[src/rtl/ram_arbiter_pkg.sv]
// Shared definitions for the program/data RAM arbiter: default widths,
// arbiter state encodings and read-return owner IDs.
package ram_arbiter_pkg;

  localparam int ADDR_W_DEF        = 4;
  localparam int DATA_W_DEF        = 8;
  localparam int MAX_LDR_BURST_DEF = 4;

  // Burst counter width; wide enough for the largest legal burst limit (15).
  localparam int CNT_W = 4;

  typedef enum logic [1:0] {
    ST_IDLE = 2'd0,
    ST_CPU  = 2'd1,
    ST_LDR  = 2'd2
  } arb_state_e;

  typedef enum logic {
    OWN_CPU = 1'b0,
    OWN_LDR = 1'b1
  } owner_e;

endpackage : ram_arbiter_pkg

[src/rtl/ram_arbiter.sv]
// Arbiter sharing the single program/data RAM between the CPU controller
// and the front-panel program loader. The CPU has priority, but a loader
// burst already in progress is allowed up to MAX_LDR_BURST accesses before
// a waiting CPU takes over. Reads return one cycle later with a valid
// strobe routed to whichever requester issued them.
module ram_arbiter
  import ram_arbiter_pkg::*;
#(
  parameter int ADDR_W        = ADDR_W_DEF,
  parameter int DATA_W        = DATA_W_DEF,
  parameter int MAX_LDR_BURST = MAX_LDR_BURST_DEF  // legal range 1..15
) (
  input  logic              base_clk,
  input  logic              reset_ring,
  // CPU requester
  input  logic              cpu_req,
  input  logic              cpu_we,
  input  logic [ADDR_W-1:0] cpu_addr,
  input  logic [DATA_W-1:0] cpu_wdata,
  output logic              cpu_gnt,
  output logic              cpu_rvalid,
  output logic [DATA_W-1:0] cpu_rdata,
  // Loader requester
  input  logic              ldr_req,
  input  logic              ldr_we,
  input  logic [ADDR_W-1:0] ldr_addr,
  input  logic [DATA_W-1:0] ldr_wdata,
  output logic              ldr_gnt,
  output logic              ldr_rvalid,
  output logic [DATA_W-1:0] ldr_rdata,
  // RAM side
  output logic [ADDR_W-1:0] ram_addr,
  output logic              ram_we,
  output logic [DATA_W-1:0] ram_wdata,
  input  logic [DATA_W-1:0] ram_rdata
);

  localparam logic [CNT_W-1:0] MAX_CNT = CNT_W'(MAX_LDR_BURST);

  arb_state_e        state_q;
  arb_state_e        state_d;
  logic [CNT_W-1:0]  burst_cnt;
  logic              cpu_acc;
  logic              ldr_acc;
  logic              burst_last;
  logic              rd_pend;
  owner_e            rd_owner;
  logic [DATA_W-1:0] cpu_rdata_q;
  logic [DATA_W-1:0] ldr_rdata_q;

  // Grants come straight from the state register, so they are glitch-free
  // and can never both be high.
  assign cpu_gnt = (state_q == ST_CPU);
  assign ldr_gnt = (state_q == ST_LDR);

  // An access happens only when the owner is actually requesting.
  assign cpu_acc = cpu_gnt & cpu_req;
  assign ldr_acc = ldr_gnt & ldr_req;

  // True when the current loader access is the last one allowed while the
  // CPU is waiting (burst_cnt + 1 >= MAX_LDR_BURST, without overflow).
  assign burst_last = (burst_cnt >= (MAX_CNT - CNT_W'(1)));

  // Next-state selection: CPU priority with a bounded loader burst.
  always_comb begin
    // NOTE: assigning a default before the case keeps every path driven,
    // so no latch is inferred for state_d.
    state_d = state_q;
    unique case (state_q)
      ST_IDLE: begin
        if (cpu_req)      state_d = ST_CPU;
        else if (ldr_req) state_d = ST_LDR;
      end
      ST_CPU: begin
        if (!cpu_req) state_d = ldr_req ? ST_LDR : ST_IDLE;
      end
      ST_LDR: begin
        if (!ldr_req)                     state_d = cpu_req ? ST_CPU : ST_IDLE;
        else if (cpu_req && burst_last)   state_d = ST_CPU;
      end
      default: state_d = ST_IDLE;
    endcase
  end

  // State register.
  always_ff @(posedge base_clk or posedge reset_ring) begin
    // NOTE: sequential state uses non-blocking assignments so every
    // register samples the pre-edge values of its neighbours.
    if (reset_ring) state_q <= ST_IDLE;
    else            state_q <= state_d;
  end

  // Loader burst counter: zero outside LDR (hence zero on every entry),
  // counts loader accesses while in LDR and saturates at the limit.
  always_ff @(posedge base_clk or posedge reset_ring) begin
    if (reset_ring)                             burst_cnt <= '0;
    else if (state_q != ST_LDR)                 burst_cnt <= '0;
    else if (ldr_acc && (burst_cnt != MAX_CNT)) burst_cnt <= burst_cnt + CNT_W'(1);
  end

  // RAM request mux: owner's lines pass through during an access, zeros otherwise.
  always_comb begin
    ram_addr  = '0;
    ram_wdata = '0;
    ram_we    = 1'b0;
    if (cpu_acc) begin
      ram_addr  = cpu_addr;
      ram_wdata = cpu_wdata;
      ram_we    = cpu_we;
    end else if (ldr_acc) begin
      ram_addr  = ldr_addr;
      ram_wdata = ldr_wdata;
      ram_we    = ldr_we;
    end
  end

  // One-cycle read tag: remembers that a read was issued and by whom, so
  // the return is routed correctly even after the grant has moved on.
  always_ff @(posedge base_clk or posedge reset_ring) begin
    if (reset_ring) begin
      rd_pend  <= 1'b0;
      rd_owner <= OWN_CPU;
    end else begin
      rd_pend  <= (cpu_acc & ~cpu_we) | (ldr_acc & ~ldr_we);
      rd_owner <= ldr_acc ? OWN_LDR : OWN_CPU;
    end
  end

  assign cpu_rvalid = rd_pend & (rd_owner == OWN_CPU);
  assign ldr_rvalid = rd_pend & (rd_owner == OWN_LDR);

  // Hold registers keep each requester's last returned word between reads.
  always_ff @(posedge base_clk or posedge reset_ring) begin
    if (reset_ring) begin
      cpu_rdata_q <= '0;
      ldr_rdata_q <= '0;
    end else begin
      if (cpu_rvalid) cpu_rdata_q <= ram_rdata;
      if (ldr_rvalid) ldr_rdata_q <= ram_rdata;
    end
  end

  // The RAM output is live in the return cycle, so the owner sees it directly.
  assign cpu_rdata = cpu_rvalid ? ram_rdata : cpu_rdata_q;
  assign ldr_rdata = ldr_rvalid ? ram_rdata : ldr_rdata_q;

endmodule : ram_arbiter

[config.mk]
export PLATFORM = sky130hd
export DESIGN_NAME = ram_arbiter
export DESIGN_NICKNAME = d
export VERILOG_FILES = /design/src/rtl/ram_arbiter_pkg.sv /design/src/rtl/ram_arbiter.sv
export SDC_FILE = /design/constraint.sdc
export NUM_CORES = 1
export LEC_CHECK = 0
export CORE_ASPECT_RATIO = 0.8
export CORE_MARGIN = 8
export CORE_UTILIZATION = 36
export DETAILED_ROUTE_END_ITERATION = 10
export PLACE_DENSITY = 0.8
export SYNTH_ARGS = -nofsm -noshare
export SYNTH_HDL_FRONTEND = slang
export SYNTH_SLANG_ARGS = --single-unit
[constraint.sdc]
create_clock -name base_clk -period 2.01 [get_ports base_clk]
set_input_delay 0.3015 -clock base_clk [delete_from_list [all_inputs] [get_ports base_clk]]
set_output_delay 0.3015 -clock base_clk [all_outputs]
set_load 0.02 [all_outputs]
== After elaboration in Yosys (flattened, before gate mapping) ==
Index checks and enable logic that the tools add are counted.

* Logic and storage cells: 49
* Register bits: 24

* Add/subtract/negate cells: 1
* Muxes and demuxes: 19
* Reduce and logical (&&, ||, !) cells: 5
* Eq/ne operators: 7
* $lt $le $gt $ge: 1
* Bitwise operators: 10

{| class="wikitable"
|+ Operator list
! kind !! number
|-
| 2-to-1 mux 8 bit || 4
|-
| 2-to-1 mux 4 bit || 4
|-
| 2-to-1 mux 2 bit || 6
|-
| AND 1 bit || 6
|-
| case mux 2 bit (3 select lines) || 1
|-
| adder 4 x 1 -> 4 bit, second input constant || 1
|-
| >= comparator 4 x 2 -> 1 bit, second input constant || 1
|-
| 2-to-1 mux 1 bit || 4
|-
| inequality test 2 bit, second input constant || 2
|-
| inequality test 4 x 3 -> 1 bit, second input constant || 1
|-
| inequality test 3 x 2 -> 1 bit, second input constant || 1
|-
| inequality test 3 bit, second input constant || 1
|-
| inverter 1 bit || 3
|-
| AND reduction 3 bit || 1
|-
| == test 2 x 1 -> 1 bit, second input constant || 1
|-
| == test 2 bit, second input constant || 1
|-
| logical AND 1 bit || 2
|-
| zero test 2 bit || 1
|-
| nonzero test 2 bit || 1
|-
| bitwise OR 1 bit || 1
|}

== Logic depth before layout (Yosys ltp) ==
Gate-level depths: netlist (run 1).

* Word-level depth: 5
* Gate-level depth with buffers: 5

== Least setup slack after synthesis (run 1) ==
OpenSTA, ideal clock, no wires.

* Path kind: flip-flop to output port
* From: reg state_q[0]
* To: out ram_addr[0]
* Cell stages (with the launch flop): 5
* Arrival: 1159 ps
* Path slack: 550 ps
* Data required time: 1709 ps
* Cells stage by stage: dfrtp_1 nand2b_1 nor2_4 buf_6 a22o_1

* Word-level cells in the longest chain between the ends: 4
* Elaborated cells on any way between the ends: 6

{| class="wikitable"
|+ Ends and longest elaborated chain
! item !! line !! text
|-
| start: declaration || ram_arbiter.sv:40 || <nowiki>arb_state_e state_q;</nowiki>
|-
| start signal: assignment || ram_arbiter.sv:90 || <nowiki>else state_q <= state_d;</nowiki>
|-
| == test 2 bit || ram_arbiter.sv:54 || <nowiki>assign ldr_gnt = (state_q == ST_LDR);</nowiki>
|-
| AND 1 bit || ram_arbiter.sv:58 || <nowiki>assign ldr_acc = ldr_gnt & ldr_req;</nowiki>
|-
| net ldr_acc || ram_arbiter.sv:44 || <nowiki>logic ldr_acc;</nowiki>
|-
| 2-to-1 mux 4 bit || ram_arbiter.sv:110 || <nowiki>end else if (ldr_acc) begin</nowiki>
|-
| 2-to-1 mux 4 bit || ram_arbiter.sv:106 || <nowiki>if (cpu_acc) begin</nowiki>
|-
| end: declaration || ram_arbiter.sv:32 || <nowiki>output logic [ADDR_W-1:0] ram_addr,</nowiki>
|}

The timed path passes the listed nets, and every way through them passes these cells.

== Worst setup path in the final report (run 1) ==
* From: in cpu_req
* To: out ram_wdata[4]

* Word-level cells in the longest chain between the ends: 2

{| class="wikitable"
|+ Ends and longest elaborated chain
! item !! line !! text
|-
| start: declaration || ram_arbiter.sv:16 || <nowiki>input logic cpu_req,</nowiki>
|-
| AND 1 bit || ram_arbiter.sv:57 || <nowiki>assign cpu_acc = cpu_gnt & cpu_req;</nowiki>
|-
| 2-to-1 mux 8 bit || ram_arbiter.sv:106 ||
|-
| end: declaration || ram_arbiter.sv:34 || <nowiki>output logic [DATA_W-1:0] ram_wdata,</nowiki>
|}

Every way passes these cells.

==> results.sh, run 1 <==
export IMPL_outcome="finished clean"
export IMPL_cts_buffers=3
export IMPL_antenna_violating_nets_post_route=0
export IMPL_synth_seq_area_share_pct=52.5
export IMPL_mappedNetlistNets=132
export IMPL_share_clk_of_total_power_pct=18.5
export IMPL_place_port_buffers=70
export IMPL_syn_instance_count=92
export IMPL_report_final_setup_viol=0
export IMPL_growth_of_design_area_from_synthesis_to_finish_pct=69.9
export IMPL_tritoncts="built"
export IMPL_hpwlAfterDp_microns=2920
export IMPL_fp_dieH_microns=66.4
export IMPL_max_freq_mhz=522
export IMPL_cellInternalPower_uw=999
export IMPL_max_slew_margin_rel_pct=74.1
export IMPL_post_dp_cell_area_sq_um=1930
export IMPL_netSwitchingPower_uw=471
export IMPL_multi_input_area_sq_um=503
export IMPL_reg2reg_to="state_q[0]"
export IMPL_slowest_delay_ns=0.47
export IMPL_seq_power_share_pct=41.6
export IMPL_postRouteWirelength_microns=3470
export IMPL_pleak_uw=0.000921
export IMPL_globalRoute_totalOverflow=0
export IMPL_grt_pass1_vias=1218
export IMPL_dieArea_sq_um=5250
export IMPL_finalMaxSlewViolations=0
export IMPL_finalHoldViolCount=0
export IMPL_clk_pin_slew_ns=0.08
export IMPL_routed_via_count=1058
export IMPL_drt_wirelength_per_cell_microns=16.5
export IMPL_area_sequential_sq_um=601
export IMPL_htreeDepth=1
export IMPL_top_level_ports=71
export IMPL_synth_seq_cells=24
export IMPL_grt_start_max_net_pins=15
export IMPL_critPathArrivalTime_ns=1.62
export IMPL_ctsRootBufferMaster="sky130_fd_sc_hd__clkbuf_8"
export IMPL_hp_class="in -> async"
export IMPL_synth_lib_cells_used_distinct=24
export IMPL_clock_tree_buffer_depth=2
export IMPL_die_w_microns=79.1
export IMPL_critical_path_depth=5
export IMPL_placeableCoreArea_sq_um=3060
export IMPL_initial_utilization_pct=37.4
export IMPL_ys_warn_count=0
export IMPL_nFillCells=263
export IMPL_start_kind="input port"
export IMPL_critical_path_required_ns=1.71
export IMPL_row_count=18
export IMPL_minimum_period_implied_by_the_final_worst_setup_slack_ns=1.92
export IMPL_critPathTopFamily="buffers and inverters"
export IMPL_crit_type="in -> out"
export IMPL_drv_max_cap_violation_count=0
export IMPL_worst_margin_slew_ns=0.388
export IMPL_drcViolationCount=0
export IMPL_peakVddDrop_v=0.000308
export IMPL_r2r_slack_ns=0.50
export IMPL_crit_chain="clkdlybuf4s50_1, and3b_1, buf_12, a22o_1, dlygate4sd2_1"
export IMPL_numClockSinks=24
export IMPL_power_switching_share_pct=32.0
export IMPL_grt_antenna_before_repair=0
export IMPL_mappedNetlistArea_sq_um=1140
export IMPL_violation_count_after_the_first_detailed_route_iteration=39
export IMPL_path_buf_inv=3
export IMPL_worstSetupStartpoint="cpu_req"
export IMPL_final_setup_skew_ns=0.00241
export IMPL_postCtsHoldBufs=0
export IMPL_antenna_cells_inserted=0
export IMPL_post_route_cells_drive_above_1_share_pct=25.3
export IMPL_share_comb_of_total_power_pct=39.9
export IMPL_clock_latency_reported_for_the_late_side_of_the_worst_skew_pair_ns=0.26
export IMPL_regToRegStartpoint="burst_cnt[0]"
export IMPL_critPathSlowestCell="sky130_fd_sc_hd__clkdlybuf4s50_1"
export IMPL_gp_congestion=0.779
export IMPL_final_period_utilization_pct=95.4
export IMPL_firstDrtPassIters=4
export IMPL_design_area_sq_um=1950
export IMPL_nets=212
export IMPL_rsz0062_at_grt="false"
export IMPL_critical_path_max_fanout=14
export IMPL_placement_setup_worst_slack_ns=-0.297
export IMPL_grt_use_total_pct=13.8
export IMPL_setup_ws_ns=0.0929
export IMPL_global_route_wire_length_before_repair_microns=5650
export IMPL_routed_via_density=5.04
export IMPL_cp_end_kind="output port"
export IMPL_post_synth_cell_area_avg_sq_um=12.4
export IMPL_power_per_cell_area_nw_per_um2=755
export IMPL_worst_r2r_path_depth=3
-- state kept, by name, summed over array words and instances (netlist names) --
signal	flops
burst_cnt	4
cpu_rdata_q	8
ldr_rdata_q	8
rd_owner	1
rd_pend	1
state_q	2
-- power groups by stage --
stage	logic [uW]	registers (uW)	clock network, uW
after floorplan	329	608	0
after global placement	666	611	0
after detailed placement	679	620	0
after CTS	601	612	274
after global routing	631	622	304
final	586	611	272
-- area by class of cell --
class                           count  area share (%)
Clock buffer                        3            2.12
Timing Repair Buffer               79            37.0
Inverter                            8            1.54
Multi-Input combinational cell     56            25.9
Tap cell                           40            2.57
Sequential cell                    24            30.9
-- worst max path at each step --
stage	endpoint	slack [ns]
6_report	ram_wdata[4]	0.09
4_1_cts	cpu_rvalid	0.02
2_1_floorplan	ram_addr[0]	0.55
5_1_grt	ram_wdata[0]	0.01
3_3_place_gp	ram_wdata[4]	-0.24
3_5_place_dp	ram_wdata[4]	-0.30
-- metal layers --
metal	GRT usage [%]	wire, microns
met4	4.15	41
met3	9.78	545
met1	13.0	1290
met5	0	0
met2	23.4	1590
-- synthesized netlist by cell type --
| library cell | n | area share [%] |
|---|---|---|
| sky130_fd_sc_hd__and2_1 | 1 | 0.55 |
| sky130_fd_sc_hd__dfrtp_1 | 24 | 52 |
| sky130_fd_sc_hd__nand3b_1 | 1 | 0.66 |
| sky130_fd_sc_hd__a211oi_1 | 2 | 1.3 |
| sky130_fd_sc_hd__mux2_2 | 16 | 16 |
| sky130_fd_sc_hd__o32ai_1 | 1 | 0.77 |
| sky130_fd_sc_hd__buf_2 | 3 | 1.3 |
| sky130_fd_sc_hd__nor2b_1 | 1 | 0.55 |
| sky130_fd_sc_hd__nand2_1 | 4 | 1.3 |
| sky130_fd_sc_hd__o211a_1 | 1 | 0.87 |
| sky130_fd_sc_hd__or4b_1 | 1 | 0.87 |
| sky130_fd_sc_hd__a22o_1 | 13 | 9.9 |
| sky130_fd_sc_hd__o21ai_0 | 1 | 0.44 |
| sky130_fd_sc_hd__a31oi_1 | 1 | 0.55 |
| sky130_fd_sc_hd__inv_1 | 8 | 2.6 |
| sky130_fd_sc_hd__a31o_2 | 2 | 1.5 |
| sky130_fd_sc_hd__nand2b_1 | 3 | 1.6 |
| sky130_fd_sc_hd__and3b_1 | 1 | 0.77 |
| sky130_fd_sc_hd__nand4_1 | 1 | 0.55 |
| sky130_fd_sc_hd__nor2_4 | 1 | 0.98 |
| sky130_fd_sc_hd__a21oi_1 | 2 | 0.87 |
| sky130_fd_sc_hd__buf_6 | 1 | 0.98 |
| sky130_fd_sc_hd__or3_1 | 1 | 0.55 |
| sky130_fd_sc_hd__ha_1 | 2 | 2.2 |
-- timing repair --
item | 4_1_cts | 5_1_grt
pin swaps | 1 | 0
resized for setup | 33 | 23
gates cloned | 0 | 0
setup endpoints to repair | 31 | 21
endpoints found under the hold margin | 0 | 0
buffers inserted | 2 | 0
-- worst reg2reg max path: stages, from the launching register on --
cell	delay (ns)
sky130_fd_sc_hd__dfrtp_1	0.40
sky130_fd_sc_hd__ha_1	0.22
sky130_fd_sc_hd__or4b_1	0.56
sky130_fd_sc_hd__o211a_1	0.22
-- stage by stage --
stage / total power [uW] / utilization, % / hold slack (ns) / TNS, ns / instances
5_1_grt: 1560 / 63.5 / 0.356 / 0 / 210
3_5_place_dp: 1300 / 63.2 / 0.486 / -3.30 / 205
2_1_floorplan: 937 / - / 0.316 / 0 / 92
6_report: 1470 / 63.5 / 0.324 / 0 / 210
4_1_cts: 1490 / 64.5 / 0.337 / 0 / 210
3_3_place_gp: 1280 / 63.2 / 0.477 / -2.82 / 205
-- layout by cell type, fill, tap and decap left out --
cell	netlist	layout
sky130_fd_sc_hd__mux2_2	16	16
sky130_fd_sc_hd__nor2_4	1	1
sky130_fd_sc_hd__buf_12	0	2
sky130_fd_sc_hd__o211a_1	1	1
sky130_fd_sc_hd__or4b_1	1	1
sky130_fd_sc_hd__inv_1	8	8
sky130_fd_sc_hd__or3_1	1	1
sky130_fd_sc_hd__nand2_4	0	1
sky130_fd_sc_hd__and2_1	1	1
sky130_fd_sc_hd__a31o_2	2	2
sky130_fd_sc_hd__a21oi_1	2	2
sky130_fd_sc_hd__ha_1	2	2
sky130_fd_sc_hd__clkbuf_8	0	3
sky130_fd_sc_hd__a31oi_1	1	1
sky130_fd_sc_hd__clkdlybuf4s15_1	0	2
sky130_fd_sc_hd__nand2_1	4	3
sky130_fd_sc_hd__nand2b_4	0	1
sky130_fd_sc_hd__dfrtp_1	24	24
sky130_fd_sc_hd__nand4_1	1	1
sky130_fd_sc_hd__clkdlybuf4s50_1	0	40
sky130_fd_sc_hd__a211oi_1	2	2
sky130_fd_sc_hd__clkbuf_2	0	10
sky130_fd_sc_hd__nand2b_1	3	2
sky130_fd_sc_hd__nand3b_1	1	1
sky130_fd_sc_hd__nor2b_1	1	1
sky130_fd_sc_hd__a22o_1	13	13
sky130_fd_sc_hd__o32ai_1	1	1
sky130_fd_sc_hd__and3b_1	1	1
sky130_fd_sc_hd__o21ai_0	1	1
sky130_fd_sc_hd__dlygate4sd2_1	0	18
sky130_fd_sc_hd__buf_4	0	7
-- cell families after synthesis --
family,after synthesis,synth area share [%]
DFF,24,52.5
AOI/OAI and AO/OA,23,16.3
muxes,16,15.7
and+or+nand+nor,15,8.42
buffers and inverters,12,4.92
adders and majority gates,2,2.19
Power figures use the tool's default switching activity.
==> run 2, diff against run 1 <==
- PLACE_DENSITY: 0.8 -> unset
- PLACE_DENSITY_LB_ADDON: unset -> 0.25
==> results.sh, run 2 (synthesized netlist as in run 1, its figures left out) <==
export IMPL_grt_pass1_vias=1195
export IMPL_cts_buffers=3
export IMPL_placement_setup_worst_slack_ns=-0.260
export IMPL_finalCoreUtilization_pct=65.0
export IMPL_routed_via_count=1030
export IMPL_initial_utilization_pct=37.4
export IMPL_place_port_buffers=70
export IMPL_worst_r2r_path_depth=3
export IMPL_growth_of_design_area_from_synthesis_to_finish_pct=73.9
export IMPL_top_level_ports=71
export IMPL_most_common_layout_cells="sky130_fd_sc_hd__clkdlybuf4s50_1 (39), sky130_fd_sc_hd__dlygate4sd2_1 (29), sky130_fd_sc_hd__dfrtp_1 (24), sky130_fd_sc_hd__mux2_2 (16), sky130_fd_sc_hd__a22o_1 (13)"
export IMPL_start_kind="flop"
export IMPL_critPathArrivalTime_ns=1.62
export IMPL_numClockSinks=24
export IMPL_grt_start_max_net_pins=25
export IMPL_tns_ns=0
export IMPL_antenna_cells_inserted=0
export IMPL_critical_path_max_fanout=14
export IMPL_final_setup_skew_ns=0.00259
export IMPL_grt_use_total_pct=13.4
export IMPL_slowest_delay_ns=0.40
export IMPL_antenna_violating_nets_post_route=0
export IMPL_ctsRootBufferMaster="sky130_fd_sc_hd__clkbuf_8"
export IMPL_placeableCoreArea_sq_um=3060
export IMPL_final_period_utilization_pct=95.5
export IMPL_crit_type="reg -> out"
export IMPL_postRouteWirelength_microns=3430
export IMPL_drv_max_cap_violation_count=0
export IMPL_gp_congestion=0.685
export IMPL_htreeDepth=1
export IMPL_worst_margin_slew_ns=0.297
export IMPL_drt_wirelength_per_cell_microns=16.3
export IMPL_globalRoute_totalOverflow=0
export IMPL_die_w_microns=79.1
export IMPL_outcome="finished clean"
export IMPL_rsz0062_at_grt="false"
export IMPL_critical_path_required_ns=1.71
export IMPL_drcViolationCount=0
export IMPL_max_slew_margin_rel_pct=80.2
export IMPL_critPathSlowestCell="sky130_fd_sc_hd__dfrtp_1"
export IMPL_fp_dieH_microns=66.4
export IMPL_finalMaxSlewViolations=0
export IMPL_clock_latency_reported_for_the_late_side_of_the_worst_skew_pair_ns=0.26
export IMPL_cp_end_kind="output port"
export IMPL_tritoncts="built"
export IMPL_hp_class="in -> async"
export IMPL_hpwlAfterDp_microns=2750
export IMPL_hold_slack_ns=0.381
export IMPL_routed_via_density=4.90
export IMPL_violation_count_after_the_first_detailed_route_iteration=12
export IMPL_crit_chain="nand2b_1, nor2_4, buf_12, a22o_1, dlygate4sd2_1"
export IMPL_report_final_setup_viol=0
export IMPL_power_per_cell_area_nw_per_um2=764
export IMPL_global_route_wire_length_before_repair_microns=5560
export IMPL_mostFrequentLayoutCell="sky130_fd_sc_hd__clkdlybuf4s50_1"
export IMPL_finalHoldViolCount=0
export IMPL_clock_tree_buffer_depth=2
export IMPL_peakVddDrop_v=0.000350
export IMPL_max_freq_mhz=521
export IMPL_grt_antenna_before_repair=0
export IMPL_setup_ws_ns=0.0901
export IMPL_post_route_cells_drive_above_1_share_pct=19.4
export IMPL_clk_pin_slew_ns=0.08
export IMPL_nets=211
export IMPL_dieArea_sq_um=5250
export IMPL_row_count=18
export IMPL_pleak_uw=0.000973
export IMPL_reg_top3="cpu_rdata_q: 8 flops, ldr_rdata_q: 8 flops, burst_cnt: 4 flops"
export IMPL_firstDrtPassIters=3
export IMPL_minimum_period_implied_by_the_final_worst_setup_slack_ns=1.92
-- run 2: area by class of cell --
cell class,instances,area (sq um)
Clock buffer,4,55.1
Fill cell,262,1070
Inverter,8,30.0
Multi-Input combinational cell,56,503
Sequential cell,24,601
Tap cell,40,50.0
Timing Repair Buffer,78,752
-- run 2: metal layers --
| metal | share of wire (%) | routed length (microns) | track usage [%] |
|---|---|---|---|
| met2 | 48 | 1650 | 22.9 |
| met3 | 12 | 406 | 6.39 |
| met4 | 1.6 | 56 | 6.22 |
| met1 | 38 | 1320 | 13.7 |
| met5 | 0 | 0 | 0 |
-- run 2: critical path, delay by kind of cell, from the launching register on --
kind,cells,cell delay (ns)
AO/OA/AOI/OAI,1,0.14
buffers and inverters,2,0.47
flip-flops,1,0.40
AND/OR/NAND/NOR,2,0.34
-- run 2: worst paths after layout --
kind	slack [ns]	from	end
max in group asynchronous	1.40	reset_ring	state_q[1]
min	0.38	reset_ring	cpu_rdata_q[3]
max reg2reg	0.49	burst_cnt[0]	state_q[0]
min in group base_clk	0.49	cpu_rdata_q[1]	cpu_rdata_q[1]
max	0.09	state_q[0]	ram_wdata[4]
min reg2reg	0.49	cpu_rdata_q[1]	cpu_rdata_q[1]
-- run 2: power breakdown --
group	internal [uW]	switching [uW]	leakage, uW
combinational	285	303	0.000650
clock	175	144	0.0000288
sequential	582	31.6	0.000294
total	1040	479	0.000973
-- run 2: stage by stage --
step / instances / power [uW] / instance area (sq um)
after CTS: 210 / 1550 / 1980
after detailed placement: 205 / 1300 / 1930
after global placement: 205 / 1280 / 1930
final: 210 / 1520 / 1990
after floorplan: 92 / 937 / 1140
after global routing: 210 / 1610 / 1990
-- run 2: repair_timing --
action / in CTS / in global routing
hold buffers: 0 / 0
pin swaps: 1 / 0
gates resized for setup: 33 / 3
setup buffers: 1 / 0
setup endpoints to repair: 31 / 9
